===== src/rtl/fetch_sequencer_pkg.sv =====
// Shared constants for the fetch/execute controller: address width,
// controller states, error codes and the PC increment.
package fetch_sequencer_pkg;

    localparam int INST_ADD_WIDTH = 32;
    localparam int PC_INC         = 4;

    typedef enum logic [1:0] {
        ST_IDLE   = 2'b00,
        ST_FETCH  = 2'b01,
        ST_EXEC   = 2'b10,
        ST_HALTED = 2'b11
    } state_e;

    typedef enum logic [1:0] {
        ERR_NONE     = 2'b00,
        ERR_TIMEOUT  = 2'b01,
        ERR_MISALIGN = 2'b10
    } err_e;

endpackage


===== src/rtl/next_pc_select.sv =====
// Next-PC priority mux (jump > branch > sequential) with a word-alignment
// check on whichever target wins.
module next_pc_select
    import fetch_sequencer_pkg::*;
#(
    parameter int AW = INST_ADD_WIDTH
) (
    input  logic [AW-1:0] pc,
    input  logic          jump,
    input  logic [AW-1:0] jump_target,
    input  logic          branch_taken,
    input  logic [AW-1:0] branch_target,
    output logic [AW-1:0] next_pc,
    output logic          misaligned
);

    always_comb begin
        if (jump) begin
            next_pc = jump_target;
        end else if (branch_taken) begin
            next_pc = branch_target;
        end else begin
            // wraps naturally at 2^AW
            next_pc = pc + AW'(PC_INC);
        end
        misaligned = |next_pc[1:0];
    end

endmodule


===== src/rtl/fetch_sequencer.sv =====
// Multi-cycle fetch/execute controller: drives the instruction memory
// handshake, latches the fetched word and steers the PC register load.
module fetch_sequencer
    import fetch_sequencer_pkg::*;
#(
    parameter int INST_WIDTH = 32,
    parameter int WAIT_LIMIT = 15
) (
    input  logic                      CLK,
    input  logic                      RST,
    input  logic [INST_ADD_WIDTH-1:0] PC,
    output logic [INST_ADD_WIDTH-1:0] PC_IN,
    output logic                      IMEM_REQ,
    input  logic                      IMEM_READY,
    input  logic [INST_WIDTH-1:0]     IMEM_RDATA,
    output logic [INST_WIDTH-1:0]     INST,
    output logic                      INST_VALID,
    output logic                      COMMIT,
    input  logic                      STALL,
    input  logic                      JUMP,
    input  logic [INST_ADD_WIDTH-1:0] JUMP_TARGET,
    input  logic                      BRANCH_TAKEN,
    input  logic [INST_ADD_WIDTH-1:0] BRANCH_TARGET,
    input  logic                      HALT,
    output logic [1:0]                ERR_CODE,
    output logic [31:0]               RETIRED
);

    localparam int CW = (WAIT_LIMIT < 1) ? 1 : $clog2(WAIT_LIMIT + 1);

    state_e                  state_q, state_d;
    err_e                    err_q, err_d;
    logic [CW-1:0]           wait_q, wait_d;
    logic [INST_WIDTH-1:0]   inst_q, inst_d;
    logic [31:0]             retired_q, retired_d;
    logic [INST_ADD_WIDTH-1:0] sel_pc;
    logic                    sel_misaligned;

    next_pc_select #(.AW(INST_ADD_WIDTH)) u_next_pc_select (
        .pc            (PC),
        .jump          (JUMP),
        .jump_target   (JUMP_TARGET),
        .branch_taken  (BRANCH_TAKEN),
        .branch_target (BRANCH_TARGET),
        .next_pc       (sel_pc),
        .misaligned    (sel_misaligned)
    );

    always_comb begin
        state_d = state_q;
        err_d   = err_q;
        wait_d  = '0;   // zero outside FETCH, so every FETCH entry starts clean
        inst_d  = inst_q;
        PC_IN   = PC;
        COMMIT  = 1'b0;
        case (state_q)
            ST_IDLE: state_d = ST_FETCH;
            ST_FETCH: begin
                if (IMEM_READY) begin
                    inst_d  = IMEM_RDATA;
                    state_d = ST_EXEC;
                end else if (wait_q == CW'(WAIT_LIMIT)) begin
                    if (err_q == ERR_NONE) err_d = ERR_TIMEOUT;
                    state_d = ST_HALTED;
                end else begin
                    wait_d = wait_q + CW'(1);
                end
            end
            ST_EXEC: begin
                if (!STALL) begin
                    if (HALT) begin
                        COMMIT  = 1'b1;
                        state_d = ST_HALTED;
                    end else if (sel_misaligned) begin
                        if (err_q == ERR_NONE) err_d = ERR_MISALIGN;
                        state_d = ST_HALTED;
                    end else begin
                        PC_IN   = sel_pc;
                        COMMIT  = 1'b1;
                        state_d = ST_FETCH;
                    end
                end
            end
            default: state_d = state_q;
        endcase
        retired_d = retired_q + {31'b0, COMMIT};
    end

    always_ff @(posedge CLK or negedge RST) begin
        if (!RST) begin
            state_q   <= ST_IDLE;
            err_q     <= ERR_NONE;
            wait_q    <= '0;
            inst_q    <= '0;
            retired_q <= '0;
        end else begin
            state_q   <= state_d;
            err_q     <= err_d;
            wait_q    <= wait_d;
            inst_q    <= inst_d;
            retired_q <= retired_d;
        end
    end

    assign IMEM_REQ   = (state_q == ST_FETCH);
    assign INST_VALID = (state_q == ST_EXEC);
    assign INST       = inst_q;
    assign ERR_CODE   = err_q;
    assign RETIRED    = retired_q;

endmodule


===== config.mk =====
export PLATFORM = sky130hd
export DESIGN_NAME = fetch_sequencer
export DESIGN_NICKNAME = d
export VERILOG_FILES = /design/src/rtl/fetch_sequencer_pkg.sv /design/src/rtl/next_pc_select.sv /design/src/rtl/fetch_sequencer.sv
export SDC_FILE = /design/constraint.sdc
export NUM_CORES = 1
export LEC_CHECK = 0
export CAP_MARGIN = 25
export CORE_AREA = 5 5 108 110
export CTS_BUF_LIST = sky130_fd_sc_hd__clkbuf_8
export CTS_CLUSTER_SIZE = 25
export DETAILED_ROUTE_END_ITERATION = 6
export DIE_AREA = 0 0 113 115
export HOLD_SLACK_MARGIN = 0.15
export PLACE_DENSITY = 0.9
export SLEW_MARGIN = 40
export SYNTH_ARGS = -nofsm -noshare
export SYNTH_HDL_FRONTEND = slang
export SYNTH_SLANG_ARGS = --single-unit

===== constraint.sdc =====
create_clock -name CLK -period 6.9 [get_ports CLK]
set_clock_uncertainty 0.2 [all_clocks]
set_input_delay 1.38 -clock CLK [delete_from_list [all_inputs] [get_ports CLK]]
set_output_delay 1.38 -clock CLK [all_outputs]
set_load 0.005 [all_outputs]

# After elaboration in Yosys (flattened, before gate mapping)
# Index checks and enable logic that the tools add are counted.
word_totals:
  ff_bits: 72
  in_bits: 135
  out_inout_bits: 101
  wordCells: 54
op_classes:
  add_sub_neg: 3
  eq_ne: 11
  muxes: 27
  reduce_logical: 8
ops:
  columns: ["operator", "n"]
  rows:
  - ["2-to-1 mux 32 bit", 6]
  - ["adder 32 x 1 -> 32 bit", 1]
  - ["adder 32 x 3 -> 32 bit, second input constant", 1]
  - ["2-to-1 mux 2 bit", 12]
  - ["2-to-1 mux 4 bit", 3]
  - ["!= test 2 x 1 -> 1 bit, second input constant", 4]
  - ["AND reduction 8 bit", 1]
  - ["!= test 2 bit, second input constant", 3]
  - ["case mux 2 bit (3 select lines)", 1]
  - ["adder 4 x 1 -> 4 bit, second input constant", 1]
  - ["== test 4 bit, second input constant", 1]
  - ["zero test 2 bit", 2]
  - ["2-to-1 mux 1 bit", 4]
  - ["case mux 2 bit (2 select lines)", 1]
  - ["!= test 3 x 1 -> 1 bit, second input constant", 1]
  - ["AND reduction 3 bit", 1]
  - ["nonzero test 3 bit", 1]
  - ["== test 2 x 1 -> 1 bit, second input constant", 1]
  - ["== test 2 bit, second input constant", 1]
  - ["AND reduction 2 bit", 1]
  - ["nonzero test 2 bit", 1]
  - ["OR reduction 2 bit", 1]

# Depth between registers and ports, before layout
# Gate-level depths: netlist (run 1).
logic_depth:
  depth_word: 9
  mapped_depth: 12
  depth_no_buf: 10

# Cells and area by module
# Synthesis (run 1) repeated with hierarchy kept, for this count alone.
unflattened:
  cells_unflattened: 450
  area_unflattened_um2: 4554.4
modules_own_cells:
  columns: ["module", "n_inst", "cells_each", "area_per_inst_um2", "seq_area_each_um2"]
  rows:
  - ["fetch_sequencer", 1, 269, 3429.5, 1801.7]
  - ["next_pc_select", 1, 181, 1124.8, 0.0]

# Least setup slack after synthesis (run 1)
# Ideal clock, no wire load.
synth_timing:
  path_type: "input-to-output"
  from: "input BRANCH_TAKEN"
  to: "output PC_IN[29]"
  arrival_time_ns: 2.722
  t_required_ns: 5.320
  slack_ns: 2.598
  path_stages: 7
  n_path_buf: 2
  path_cell_list: "buf_4 > or3_4 > a21oi_4 > o21ai_2 > buf_6 > o41ai_2 > a2bb2oi_1"
synth_via:
  elab_chain_len: 7
synth_rtl:
  columns: ["item", "line", "rtl"]
  rows:
  - ["start, declared", "fetch_sequencer.sv:22", "input logic BRANCH_TAKEN,"]
  - ["2-to-1 mux 32 bit (*)", "next_pc_select.sv:20", "end else if (branch_taken) begin"]
  - ["2-to-1 mux 32 bit (*)", "next_pc_select.sv:18", "if (jump) begin"]
  - ["OR reduction 2 bit", "next_pc_select.sv:26", "misaligned = |next_pc[1:0];"]
  - ["2-to-1 mux 32 bit (*)", "fetch_sequencer.sv:74", "end else if (sel_misaligned) begin"]
  - ["2-to-1 mux 32 bit (*)", "fetch_sequencer.sv:71", "if (HALT) begin"]
  - ["2-to-1 mux 32 bit (*)", "fetch_sequencer.sv:70", "if (!STALL) begin"]
  - ["2-to-1 mux 32 bit (*)", "fetch_sequencer.sv:56", "case (state_q)"]
  - ["end, declared", "fetch_sequencer.sv:12", "output logic [INST_ADD_WIDTH-1:0] PC_IN,"]
# Mark *: on every way between the ends. The rest lies on a longest branch, timed or not.

# Final worst setup path (run 1)
layout_timing:
  from: "input BRANCH_TAKEN"
  to: "output PC_IN[15]"
# Same word-level chain as after synthesis.

==> results of run 1 <==
==> area by class of cell <==
type	instances	area [um^2]	area share (%)
inverter	11	41.3	0.573
clock inverter	2	8.76	0.122
multi-input combinational	394	2630	36.5
tap	140	175	2.43
sequential	72	1800	25.0
timing repair buffer	241	2400	33.3
clock buffer	11	151	2.10
==> state kept, by name, summed over array words and instances, names as in the netlist <==
register / cells
INST: 32
ERR_CODE: 2
state_q: 2
wait_q: 4
RETIRED: 32
==> final timing paths <==
check	from	endpoint	slack, ns	cells after the start
min in group asynchronous	RST	INST[12]$_DFFE_PN0P_	0.94	2
hold reg to reg	RETIRED[31]$_DFF_PN0_	RETIRED[31]$_DFF_PN0_	0.27	1
setup reg to reg	state_q[0]$_DFFE_PN0P_	RETIRED[16]$_DFF_PN0_	4.23	10
max in group asynchronous	RST	INST[7]$_DFFE_PN0P_	5.13	2
setup / recovery	BRANCH_TAKEN	PC_IN[15]	0.90	8
hold / removal	RETIRED[31]$_DFF_PN0_	RETIRED[31]$_DFF_PN0_	0.27	1
==> cell families after synthesis <==
group	synth area share, %
simple gates	19.9
mux	8.63
flops	38.9
buf+inv	4.48
fa+ha+maj	2.16
xor+xnor	7.56
compound gates	18.4
==> routing by layer <==
layer  share of wire, %  GRT usage (%)  vias to the layer above
li1                   -              -                     2291
met4                2.7           9.38                        0
met2                 49           43.2                      291
met1                 36           27.5                     2322
met3                 12           10.1                       36
met5                  0              0                        -
==> worst register-to-register path, cell delays in order (launching register included) <==
cell and delay [ns]:
sky130_fd_sc_hd__dfrtp_1 0.41, sky130_fd_sc_hd__inv_1 0.09, sky130_fd_sc_hd__ha_1 0.26, sky130_fd_sc_hd__nand2b_1 0.13, sky130_fd_sc_hd__nor2_1 0.24, sky130_fd_sc_hd__ha_1 0.20, sky130_fd_sc_hd__ha_1 0.22, sky130_fd_sc_hd__and3_1 0.30
sky130_fd_sc_hd__nand2_1 0.16, sky130_fd_sc_hd__nor3_1 0.21, sky130_fd_sc_hd__xor2_1 0.18
==> synthesized netlist by cell type (14+ instances only) <==
cell type / instances / area share [%]
sky130_fd_sc_hd__dfrtp_1: 72 / 39
sky130_fd_sc_hd__nand4_1: 17 / 2.3
sky130_fd_sc_hd__xnor2_1: 24 / 4.5
sky130_fd_sc_hd__xor2_1: 16 / 3.0
sky130_fd_sc_hd__mux2_2: 32 / 7.8
sky130_fd_sc_hd__nand2_1: 47 / 3.8
sky130_fd_sc_hd__o21ai_0: 20 / 2.2
sky130_fd_sc_hd__and3_1: 14 / 1.9
sky130_fd_sc_hd__nor2_1: 27 / 2.2
sky130_fd_sc_hd__a21oi_1: 45 / 4.9
sky130_fd_sc_hd__clkbuf_1: 15 / 1.2
sky130_fd_sc_hd__nand3_1: 25 / 2.7
==> power by group <==
part | switching (uW) | total, uW | internal, uW | leakage, uW
Combinational | 240 | 653 | 413 | 0.00194
Clock | 143 | 285 | 142 | 0.0000883
Sequential | 74.6 | 610 | 535 | 0.000906
Total | 458 | 1550 | 1090 | 0.00293
==> stage by stage <==
step	utilization (%)	instances	total power, uW	setup WS [ns]	hold WS [ns]
floorplan	-	510	846	2.60	0.231
global placement	66.4	858	1230	1.01	0.245
detailed placement	66.4	858	1260	0.898	0.264
CTS	67.9	871	1560	0.885	0.274
global route	67.9	871	1640	0.683	0.293
finish	67.9	871	1550	0.904	0.275
==> results_tabular.tex, run 1 <==
\begin{tabular}{lr}
\hline
Metric & Value \\
\hline
\multicolumn{2}{l}{\textbf{Outcome}} \\
\quad Run status & finished, final reports clean \\
\multicolumn{2}{l}{\textbf{Die}} \\
\quad Die footprint & 0.0130 mm\^{}2 \\
\quad Area of the core & 0.0106 mm\^{}2 \\
\quad Initial Util & 43.7\% \\
\quad Die height & 115 um \\
\quad Floorplan die width & 113 um \\
\quad Rows & 38 \\
\quad I/O pin total & 236 \\
\multicolumn{2}{l}{\textbf{Final layout}} \\
\quad Antenna Cells & 0 \\
\quad Most frequent cells in the layout & 234 x sky130\_fd\_sc\_hd\_\_clkdlybuf4s50\_1, 72 x sky130\_fd\_sc\_hd\_\_dfrtp\_1, 47 x sky130\_fd\_sc\_hd\_\_nand2\_1, 45 x sky130\_fd\_sc\_hd\_\_a21oi\_1, 32 x sky130\_fd\_sc\_hd\_\_mux2\_2 \\
\quad Cell area after layout & 0.00720 mm\^{}2 \\
\quad Layout Nets & 872 \\
\quad Commonest non-fill, non-tap cell in the layout & sky130\_fd\_sc\_hd\_\_clkdlybuf4s50\_1 \\
\quad Share of post-route cells with drive strength above 1 & 8.07\% \\
\quad Number of filler instances in the final layout & 805 \\
\quad Layout overhead on the synthesized area & 55.3\% \\
\multicolumn{2}{l}{\textbf{CTS}} \\
\quad H-tree lvl count & 3 \\
\quad CTS tree & done \\
\quad Setup bufs post-CTS & 0 \\
\quad Root cell of the clock tree & sky130\_fd\_sc\_hd\_\_clkbuf\_8 \\
\quad Largest buffer count on any clock path & 2 \\
\quad PostCTS Resize Cnt & 0 \\
\quad Clk\_lat worst skew & 0.34 ns \\
\quad Clock transition at the registers of the reported paths & 0.07 ns \\
\quad Count of hold buffers inserted by post-cts repair & 0 \\
\quad Number of clock buffers inserted by TritonCTS & 9 \\
\quad CTS sink count & 72 \\
\multicolumn{2}{l}{\textbf{Timing}} \\
\quad Unrepaired setup endpoints after global routing & no \\
\quad Post-route setup TNS & 0 ns \\
\quad Final count of hold timing violations & 0 \\
\quad Max-Slew Margin vs Limit & 51.1\% \\
\quad Highest achievable clock rate & 167 MHz \\
\quad Actual transition at the worst max-transition pin & 0.732 ns \\
\quad Minimum period implied by the final worst setup slack & 6.00 ns \\
\quad Setup violations, final & 0 \\
\quad Final Cycle Share & 86.9\% \\
\quad Number of pins with negative max-slew slack in the final report & 0 \\
\multicolumn{2}{l}{\textbf{Worst setup path}} \\
\quad Cell breakdown of the critical path & clkdlybuf4s50\_1 -> buf\_4 -> inv\_1 -> o21ai\_0 -> nor2\_1 -> a222oi\_1 -> o2bb2ai\_1 -> clkdlybuf4s50\_1 \\
\quad Crit path max-delay cell type & sky130\_fd\_sc\_hd\_\_clkdlybuf4s50\_1 \\
\quad Family with the most delay on the worst path & buffers and inverters \\
\quad Required @ worst endpoint & 5.32 ns \\
\quad Delay of the slowest cell on the worst path & 0.77 ns \\
\quad Worst path bufs/invs & 4 \\
\quad Crit path max fanout & 29 \\
\quad CP Class & primary input to output port \\
\quad Critical path launch point type & primary input \\
\quad CP most frequent cell & sky130\_fd\_sc\_hd\_\_clkdlybuf4s50\_1 \\
\quad Critical path endpoint category & output port \\
\quad Arrival time at the worst endpoint & 4.42 ns \\
\multicolumn{2}{l}{\textbf{Synthesis}} \\
\quad Post-synth design cell area & 0.00464 mm\^{}2 \\
\quad Number of storage elements in the synthesis netlist & 72 \\
\quad Number of flops mapped to enable cells by yosys & 0 \\
\quad Syn Area/Cell & 9.09 um\^{}2 \\
\quad Count of warnings emitted by yosys & 0 \\
\quad Number of standard cells after synthesis & 510 \\
\quad Fraction of the yosys area taken by sequential cells & 38.9\% \\
\quad Library cells used by synthesis & 56 \\
\quad Syn\_nets & 653 \\
\quad Predominant post-synthesis flop cell & sky130\_fd\_sc\_hd\_\_dfrtp\_1 \\
\quad Async S/R FF share, synth & 100\% \\
\multicolumn{2}{l}{\textbf{Global route}} \\
\quad Number of global-route vias before repair & 5182 \\
\quad First-pass GRT wire length & 26.1 mm \\
\quad Pin count of the biggest net entering global routing & 73 \\
\quad Total routing usage reported by global routing & 24.9\% \\
\quad Sum of overflow across all layers after global routing & 0 \\
\quad Initial antenna violation count & 0 \\
\multicolumn{2}{l}{\textbf{Drt}} \\
\quad ANT nets after route & 0 \\
\quad Initial drt markers & 438 \\
\quad Routed vias/inst & 5.67 \\
\quad Routed WL per cell & 18.9 um \\
\quad Number of optimization iterations in the first detailed-route pass & 5 \\
\quad Remaining design rule violation count & 0 \\
\quad Total detailed-routing wirelength & 16.5 mm \\
\quad DR vias & 4940 \\
\multicolumn{2}{l}{\textbf{Power}} \\
\quad Peak ir drop on the vdd network & 0.000212 V \\
\quad Ratio of total power to cell area & 215 mW/mm\^{}2 \\
\quad Lkg Pwr & 0.00293 uW \\
\multicolumn{2}{l}{\textbf{Placed design}} \\
\quad Total half-perimeter wirelength after legalization and detailed placement & 12.6 mm \\
\quad Number of buffers added on ports & 235 \\
\quad Final Wtd Congestion & 0.908 \\
\quad Cell Area, Placed & 0.00704 mm\^{}2 \\
\multicolumn{2}{l}{\textbf{Flow run}} \\
\quad Max cap viols & 0 \\
\multicolumn{2}{l}{\textbf{Min path}} \\
\quad Worst hold path class & flip-flop to flip-flop \\
\hline
\end{tabular}
Power figures use the tool's default switching activity.
==> inputs of run 2 (changes only) <==
--- a/config.mk
+++ b/config.mk
@@ -6,11 +6,11 @@
 export NUM_CORES = 1
 export LEC_CHECK = 0
 export CAP_MARGIN = 25
-export CORE_AREA = 5 5 108 110
+export CORE_AREA = 2 2 117 96
 export CTS_BUF_LIST = sky130_fd_sc_hd__clkbuf_8
 export CTS_CLUSTER_SIZE = 25
 export DETAILED_ROUTE_END_ITERATION = 6
-export DIE_AREA = 0 0 113 115
+export DIE_AREA = 0 0 119 98
 export HOLD_SLACK_MARGIN = 0.15
 export PLACE_DENSITY = 0.9
 export SLEW_MARGIN = 40
==> run 2 against run 1 <==
Power up 2.4%. Critical endpoint is now PC_IN[9]. Setup slack better by 0.14 ns. Via count down 0.20%. Global-route usage up 1.4 points. Largest cell class unchanged. Wire length down 5.2%. Maximum frequency up 2.4%. Combinational power down 2%. Highest routed layer unchanged. Non-clock buffer count up 1. Register-to-register slack better by 0.02 ns. Final area up 0.92%. Clock power up 20%.
==> results_tabular.tex, run 2 (synthesis gave the netlist of run 1 again) <==
\begin{tabular}{lr}
\hline
Metric & Value \\
\hline
\multicolumn{2}{l}{\textbf{Worst setup path}} \\
\quad Arrival time at the worst endpoint & 4.28 ns (-0.14 ns) \\
\quad Required @ worst endpoint & 5.32 ns (about the same) \\
\quad Critical path launch point type & primary input \\
\quad CP Class & primary input to output port \\
\quad Crit path max fanout & 29 (unchanged) \\
\quad Critical path endpoint category & output port \\
\multicolumn{2}{l}{\textbf{Timing}} \\
\quad Unrepaired setup endpoints after global routing & no \\
\quad Max-Slew Margin vs Limit & 48.8\% (-2.3 points) \\
\quad Setup ws final & 1.04 ns (+0.139 ns) \\
\quad Setup violations, final & 0 (unchanged) \\
\quad Number of pins with negative max-slew slack in the final report & 0 (unchanged) \\
\quad Actual transition at the worst max-transition pin & 0.765 ns (+0.0326 ns) \\
\quad Final Cycle Share & 84.9\% (-2.0 points) \\
\quad Minimum period implied by the final worst setup slack & 5.86 ns (-0.139 ns) \\
\quad Post-route setup TNS & 0 ns (unchanged) \\
\quad Final count of hold timing violations & 0 (unchanged) \\
\quad Highest achievable clock rate & 171 MHz (+2.4\%) \\
\multicolumn{2}{l}{\textbf{Placed design}} \\
\quad Total half-perimeter wirelength after legalization and detailed placement & 11.9 mm (-5.4\%) \\
\quad Final Wtd Congestion & 0.908 (about the same) \\
\quad Placed insts & 863 (+0.58\%) \\
\quad Number of buffers added on ports & 235 (unchanged) \\
\quad Worst slack after detailed placement & 1.09 ns (+0.192 ns) \\
\multicolumn{2}{l}{\textbf{Min path}} \\
\quad Worst hold path class & flip-flop to flip-flop \\
\multicolumn{2}{l}{\textbf{Drt}} \\
\quad DR vias & 4930 (-0.20\%) \\
\quad Remaining design rule violation count & 0 (unchanged) \\
\quad Routed WL per cell & 17.8 um (-6.1\%) \\
\quad Total detailed-routing wirelength & 15.6 mm (-5.2\%) \\
\quad Routed vias/inst & 5.61 (-1.1\%) \\
\quad Number of optimization iterations in the first detailed-route pass & 5 (unchanged) \\
\quad ANT nets after route & 0 (unchanged) \\
\quad Initial drt markers & 496 (+13\%) \\
\multicolumn{2}{l}{\textbf{Power}} \\
\quad Ratio of total power to cell area & 218 mW/mm\^{}2 (+1.4\%) \\
\quad Switching share of power & 28.5\% (-1.1 points) \\
\quad Peak ir drop on the vdd network & 0.000198 V (-6.4\%) \\
\quad Cell internal pwr & 1130 uW (+3.9\%) \\
\quad Lkg Pwr & 0.00295 uW (+0.62\%) \\
\quad Part of the power in registers & 37.9\% (-1.5 points) \\
\quad Part of the total power dissipated in combinational logic & 40.5\% (-1.7 points) \\
\quad Net switching power figure & 452 uW (-1.3\%) \\
\quad Clock Power Share & 21.7\% (+3.3 points) \\
\multicolumn{2}{l}{\textbf{CTS}} \\
\quad CTS sink count & 72 (unchanged) \\
\quad Count of hold buffers inserted by post-cts repair & 0 (unchanged) \\
\quad Number of clock buffers inserted by TritonCTS & 9 (unchanged) \\
\quad Largest buffer count on any clock path & 2 (unchanged) \\
\quad PostCTS Resize Cnt & 0 (unchanged) \\
\quad Clk\_lat worst skew & 0.34 ns (about the same) \\
\quad H-tree lvl count & 3 (unchanged) \\
\quad CTS tree & done \\
\quad Setup bufs post-CTS & 0 (unchanged) \\
\quad Clock transition at the registers of the reported paths & 0.07 ns (about the same) \\
\quad Root cell of the clock tree & sky130\_fd\_sc\_hd\_\_clkbuf\_8 \\
\multicolumn{2}{l}{\textbf{Global route}} \\
\quad Initial antenna violation count & 0 (unchanged) \\
\quad Sum of overflow across all layers after global routing & 0 (unchanged) \\
\quad First-pass GRT wire length & 24.7 mm (-5.5\%) \\
\quad Pin count of the biggest net entering global routing & 73 (unchanged) \\
\quad Number of global-route vias before repair & 4897 (-5.5\%) \\
\quad Total routing usage reported by global routing & 26.3\% (+1.4 points) \\
\multicolumn{2}{l}{\textbf{Die}} \\
\quad Die footprint & 0.0117 mm\^{}2 (-10\%) \\
\quad Die height & 98 um (-15\%) \\
\quad Floorplan die width & 119 um (+5.3\%) \\
\quad Area of the core & 0.0106 mm\^{}2 (about the same) \\
\quad Initial Util & 43.8\% (about the same) \\
\quad Rows & 34 (-11\%) \\
\quad I/O pin total & 236 (unchanged) \\
\multicolumn{2}{l}{\textbf{Final layout}} \\
\quad Number of filler instances in the final layout & 785 (-2.5\%) \\
\quad Final Non-Filler Cells & 879 (+0.92\%) \\
\quad Layout overhead on the synthesized area & 56.7\% \\
\quad Antenna Cells & 0 (unchanged) \\
\quad Most frequent cells in the layout & 234 x sky130\_fd\_sc\_hd\_\_clkdlybuf4s50\_1, 72 x sky130\_fd\_sc\_hd\_\_dfrtp\_1, 47 x sky130\_fd\_sc\_hd\_\_nand2\_1, 45 x sky130\_fd\_sc\_hd\_\_a21oi\_1, 32 x sky130\_fd\_sc\_hd\_\_mux2\_2 \\
\quad Share of post-route cells with drive strength above 1 & 8.71\% (+0.64 points) \\
\quad Commonest non-fill, non-tap cell in the layout & sky130\_fd\_sc\_hd\_\_clkdlybuf4s50\_1 \\
\quad Layout Nets & 873 (+0.11\%) \\
\multicolumn{2}{l}{\textbf{Flow run}} \\
\quad Max cap viols & 0 (unchanged) \\
\multicolumn{2}{l}{\textbf{Outcome}} \\
\quad Run status & finished, final reports clean \\
\hline
\end{tabular}
==> run 2: changes by cell type in the layout (fill, tap and decap cells not counted), sizes merged <==
cell      change
buf           +1
bufinv        +1
inv           -1
clkinv        +1
clkinvlp      +2
==> run 2: per-stage QoR <==
step / hold slack, ns / cell area (um^2) / utilization (%) / power (uW)
2_1_floorplan: 0.231 / 4640 / - / 846
3_3_place_gp: 0.242 / 7060 / 66.6 / 1220
3_5_place_dp: 0.264 / 7060 / 66.7 / 1250
4_1_cts: 0.277 / 7270 / 68.6 / 1600
5_1_grt: 0.294 / 7270 / 68.6 / 1670
6_report: 0.279 / 7270 / 68.6 / 1580
==> run 2: final cells by class <==
| class | instances | area [um^2] | share of cell area, % |
|---|---|---|---|
| clock buffer | 11 | 151 | 2.08 |
| multi-input combinational | 394 | 2640 | 36.3 |
| timing repair buffer | 242 | 2400 | 33.1 |
| sequential | 72 | 1800 | 24.8 |
| clock inverter | 5 | 55.1 | 0.757 |
| tap | 144 | 180 | 2.48 |
| inverter | 11 | 41.3 | 0.568 |
==> run 2: critical path: stages <==
cell                              delay (ns)
sky130_fd_sc_hd__clkdlybuf4s50_1        0.40
sky130_fd_sc_hd__buf_4                  0.21
sky130_fd_sc_hd__inv_1                  0.07
sky130_fd_sc_hd__buf_4                  0.30
sky130_fd_sc_hd__nor3_2                 0.15
sky130_fd_sc_hd__o21ai_4                0.62
sky130_fd_sc_hd__buf_4                  0.36
sky130_fd_sc_hd__a21oi_1                0.07
sky130_fd_sc_hd__a21oi_1                0.17
sky130_fd_sc_hd__clkdlybuf4s50_1        0.54
==> run 2: worst paths after layout <==
path,start,to,slack [ns],cells past startpoint
setup / recovery,JUMP,PC_IN[9],1.04,10
hold / removal,RETIRED[31]$_DFF_PN0_,RETIRED[31]$_DFF_PN0_,0.28,1
setup reg to reg,state_q[0]$_DFFE_PN0P_,RETIRED[26]$_DFF_PN0_,4.25,10
hold reg to reg,RETIRED[31]$_DFF_PN0_,RETIRED[31]$_DFF_PN0_,0.28,1
max in group asynchronous,RST,INST[6]$_DFFE_PN0P_,5.10,2
min in group asynchronous,RST,RETIRED[7]$_DFF_PN0_,0.91,2
==> run 2: power by group through the flow <==
stage | clock (uW) | sequential (uW) | combinational (uW)
2_1_floorplan | 0 | 608 | 238
3_3_place_gp | 0 | 597 | 625
3_5_place_dp | 0 | 608 | 643
4_1_cts | 350 | 601 | 648
5_1_grt | 370 | 614 | 686
6_report | 343 | 600 | 641
==> run 2: routing by layer <==
metal | track usage, % | part of all wire, % | up-vias
li1 | - | - | 2302
met1 | 33.6 | 41 | 2365
met2 | 43.0 | 49 | 231
met3 | 7.36 | 7.5 | 32
met4 | 9.07 | 2.0 | 0
met5 | 0 | 0 | -
==> inputs of run 3 (changes only) <==
--- a/config.mk
+++ b/config.mk
@@ -6,13 +6,13 @@
 export NUM_CORES = 1
 export LEC_CHECK = 0
 export CAP_MARGIN = 25
-export CORE_AREA = 2 2 117 96
+export CORE_AREA = 2 2 127 104
 export CTS_BUF_LIST = sky130_fd_sc_hd__clkbuf_8
 export CTS_CLUSTER_SIZE = 25
 export DETAILED_ROUTE_END_ITERATION = 6
-export DIE_AREA = 0 0 119 98
+export DIE_AREA = 0 0 129 106
 export HOLD_SLACK_MARGIN = 0.15
-export PLACE_DENSITY = 0.9
+export PLACE_DENSITY = 0.81
 export SLEW_MARGIN = 40
 export SYNTH_ARGS = -nofsm -noshare
 export SYNTH_HDL_FRONTEND = slang
==> constraint.sdc (replaced) <==
create_clock -name CLK -period 5 [get_ports CLK]
set_clock_uncertainty 0.2 [all_clocks]
set_input_delay 1 -clock CLK [delete_from_list [all_inputs] [get_ports CLK]]
set_output_delay 1 -clock CLK [all_outputs]
set_load 0.005 [all_outputs]
==> run 3 against run 2 <==
Final area up 2.7%. Combinational power grew 39%. Via count is 1.3% higher. Register-to-register slack lost 2.0 ns. Sequential share of layout area fell by 0.66 points. Largest power group unchanged.
==> results_tabular.tex, run 3 (synthesis gave the netlist of run 1 again) <==
\begin{tabular}{lr}
\hline
Metric & Value \\
\hline
\multicolumn{2}{l}{\textbf{Outcome}} \\
\quad Run status & finished, final reports clean \\
\multicolumn{2}{l}{\textbf{Drt}} \\
\quad ANT nets after route & 0 (unchanged) \\
\quad Initial drt markers & 334 (-33\%) \\
\quad Remaining design rule violation count & 0 (unchanged) \\
\quad Routed vias/inst & 5.40 (-3.7\%) \\
\quad Total detailed-routing wirelength & 16.0 mm (+2.1\%) \\
\quad Routed WL per cell & 17.2 um (-3.0\%) \\
\quad DR vias & 4996 (+1.3\%) \\
\quad Number of optimization iterations in the first detailed-route pass & 4 (-1) \\
\multicolumn{2}{l}{\textbf{Worst setup path}} \\
\quad Required @ worst endpoint & 3.80 ns (-1.52 ns) \\
\quad Critical path launch point type & primary input \\
\quad Critical path endpoint category & output port \\
\quad Arrival time at the worst endpoint & 3.68 ns (-0.60 ns) \\
\quad CP Class & primary input to output port \\
\quad Crit path max fanout & 30 (+3.4\%) \\
\multicolumn{2}{l}{\textbf{Global route}} \\
\quad Total routing usage reported by global routing & 22.8\% (-3.5 points) \\
\quad Number of global-route vias before repair & 4956 (+1.2\%) \\
\quad Pin count of the biggest net entering global routing & 41 (-44\%) \\
\quad First-pass GRT wire length & 24.9 mm (+0.62\%) \\
\quad Sum of overflow across all layers after global routing & 0 (unchanged) \\
\quad Initial antenna violation count & 0 (unchanged) \\
\multicolumn{2}{l}{\textbf{Flow run}} \\
\quad Max cap viols & 0 (unchanged) \\
\multicolumn{2}{l}{\textbf{Power}} \\
\quad Peak ir drop on the vdd network & 0.000333 V (+68\%) \\
\quad Cell internal pwr & 1650 uW (+45\%) \\
\quad Ratio of total power to cell area & 305 mW/mm\^{}2 (+40\%) \\
\quad Part of the total power dissipated in combinational logic & 39.2\% (-1.3 points) \\
\quad Clock Power Share & 24.4\% (+2.7 points) \\
\quad Part of the power in registers & 36.4\% (-1.5 points) \\
\quad Lkg Pwr & 0.00305 uW (+3.5\%) \\
\quad Switching share of power & 27.6\% (-0.90 points) \\
\quad Net switching power figure & 628 uW (+39\%) \\
\multicolumn{2}{l}{\textbf{Min path}} \\
\quad Worst hold path class & flip-flop to flip-flop \\
\multicolumn{2}{l}{\textbf{Placed design}} \\
\quad Placed insts & 909 (+5.3\%) \\
\quad Cell Area, Placed & 0.00722 mm\^{}2 (+2.3\%) \\
\quad Final Wtd Congestion & 0.938 (+3.3\%) \\
\quad Number of buffers added on ports & 235 (unchanged) \\
\quad Total half-perimeter wirelength after legalization and detailed placement & 12.4 mm (+4.2\%) \\
\multicolumn{2}{l}{\textbf{Timing}} \\
\quad Final Cycle Share & 97.7\% \\
\quad Minimum period implied by the final worst setup slack & 4.88 ns \\
\quad Actual transition at the worst max-transition pin & 0.798 ns (+0.0330 ns) \\
\quad Final count of hold timing violations & 0 (unchanged) \\
\quad Setup violations, final & 0 (unchanged) \\
\quad Worst slack on hold paths & 0.276 ns (-0.00215 ns) \\
\quad Highest achievable clock rate & 205 MHz \\
\quad Max-Slew Margin vs Limit & 46.6\% (-2.2 points) \\
\quad Unrepaired setup endpoints after global routing & no \\
\quad Number of pins with negative max-slew slack in the final report & 0 (unchanged) \\
\multicolumn{2}{l}{\textbf{Final layout}} \\
\quad Layout overhead on the synthesized area & 61.0\% \\
\quad Commonest non-fill, non-tap cell in the layout & sky130\_fd\_sc\_hd\_\_clkdlybuf4s50\_1 \\
\quad Most frequent cells in the layout & 234 x sky130\_fd\_sc\_hd\_\_clkdlybuf4s50\_1, 72 x sky130\_fd\_sc\_hd\_\_dfrtp\_1, 47 x sky130\_fd\_sc\_hd\_\_nand2\_1, 45 x sky130\_fd\_sc\_hd\_\_a21oi\_1, 32 x sky130\_fd\_sc\_hd\_\_mux2\_2 \\
\quad Core utilization of the finished layout & 59.5\% (-9.1 points) \\
\quad Number of filler instances in the final layout & 1089 (+39\%) \\
\quad Share of post-route cells with drive strength above 1 & 10.5\% (+1.8 points) \\
\quad Cell area after layout & 0.00747 mm\^{}2 (+2.7\%) \\
\quad Layout Nets & 888 (+1.7\%) \\
\quad Final Non-Filler Cells & 925 (+5.2\%) \\
\quad Antenna Cells & 0 (unchanged) \\
\multicolumn{2}{l}{\textbf{Die}} \\
\quad Floorplan die width & 129 um (+8.4\%) \\
\quad Initial Util & 37.0\% (-6.8 points) \\
\quad I/O pin total & 236 (unchanged) \\
\quad Rows & 37 (+8.8\%) \\
\quad Die footprint & 0.0137 mm\^{}2 (+17\%) \\
\quad Area of the core & 0.0125 mm\^{}2 (+18\%) \\
\quad Die height & 106 um (+8.2\%) \\
\multicolumn{2}{l}{\textbf{CTS}} \\
\quad Clk\_lat worst skew & 0.34 ns (about the same) \\
\quad Setup bufs post-CTS & 0 (unchanged) \\
\quad Largest buffer count on any clock path & 2 (unchanged) \\
\quad Number of clock buffers inserted by TritonCTS & 9 (unchanged) \\
\quad H-tree lvl count & 3 (unchanged) \\
\quad Root cell of the clock tree & sky130\_fd\_sc\_hd\_\_clkbuf\_8 \\
\quad CTS sink count & 72 (unchanged) \\
\quad Clock transition at the registers of the reported paths & 0.07 ns (about the same) \\
\quad CTS tree & done \\
\hline
\end{tabular}
==> run 3: final cells by class <==
| cell class | instances | area, um^2 | share of cell area, % |
|---|---|---|---|
| clock buffers | 9 | 124 | 1.66 |
| flip-flops and latches | 72 | 1800 | 24.1 |
| multi-input cells | 394 | 2640 | 35.3 |
| clock inverters | 7 | 120 | 1.61 |
| repair buffers | 257 | 2520 | 33.8 |
| inverters | 11 | 41.3 | 0.553 |
| well taps | 175 | 219 | 2.93 |
==> run 3: per-stage QoR <==
step / total power [uW] / worst slack [ns] / setup TNS [ns]
2_1_floorplan: 1170 / 1.46 / 0
3_3_place_gp: 1700 / -0.0843 / -0.246
3_5_place_dp: 1730 / 0.166 / 0
4_1_cts: 2300 / 0.154 / 0
5_1_grt: 2410 / 0.0199 / 0
6_report: 2270 / 0.116 / 0
==> run 3: routing by layer <==
layer	part of all wire, %	GRT usage, %	up-vias
met5	0	0	-
met4	3.3	9.08	0
met3	7.2	6.19	43
met2	47	35.7	217
met1	42	29.9	2401
li1	-	-	2335
==> run 3: worst paths after layout <==
kind | start | to | slack (ns) | depth (start not counted)
setup / recovery | BRANCH_TAKEN | PC_IN[9] | 0.12 | 8
hold / removal | RETIRED[31]$_DFF_PN0_ | RETIRED[31]$_DFF_PN0_ | 0.28 | 1
setup reg to reg | state_q[0]$_DFFE_PN0P_ | RETIRED[26]$_DFF_PN0_ | 2.23 | 10
hold reg to reg | RETIRED[31]$_DFF_PN0_ | RETIRED[31]$_DFF_PN0_ | 0.28 | 1
max in group asynchronous | RST | RETIRED[4]$_DFF_PN0_ | 3.12 | 2
min in group asynchronous | RST | INST[0]$_DFFE_PN0P_ | 0.49 | 1
==> run 3: timing repair <==
| action | 4_1_cts | 5_1_grt |
|---|---|---|
| hold buffers | 0 | 0 |
| setup endpoints to repair | 0 | 1 |
| gates resized for setup | 0 | 1 |
==> run 3: worst max-delay path, cell delays in order <==
cell	delay, ns
sky130_fd_sc_hd__clkdlybuf4s50_1	0.52
sky130_fd_sc_hd__or3b_4	0.31
sky130_fd_sc_hd__a21oi_4	0.06
sky130_fd_sc_hd__o21ai_4	0.64
sky130_fd_sc_hd__buf_4	0.35
sky130_fd_sc_hd__a21oi_1	0.06
sky130_fd_sc_hd__a21oi_1	0.20
sky130_fd_sc_hd__clkdlybuf4s50_1	0.53
==> run 3: power by group through the flow <==
stage	logic [uW]	clock network (uW)	registers, uW
6_report	893	555	827
2_1_floorplan	328	0	839
3_3_place_gp	871	0	828
3_5_place_dp	894	0	838
4_1_cts	900	568	828
5_1_grt	962	595	848
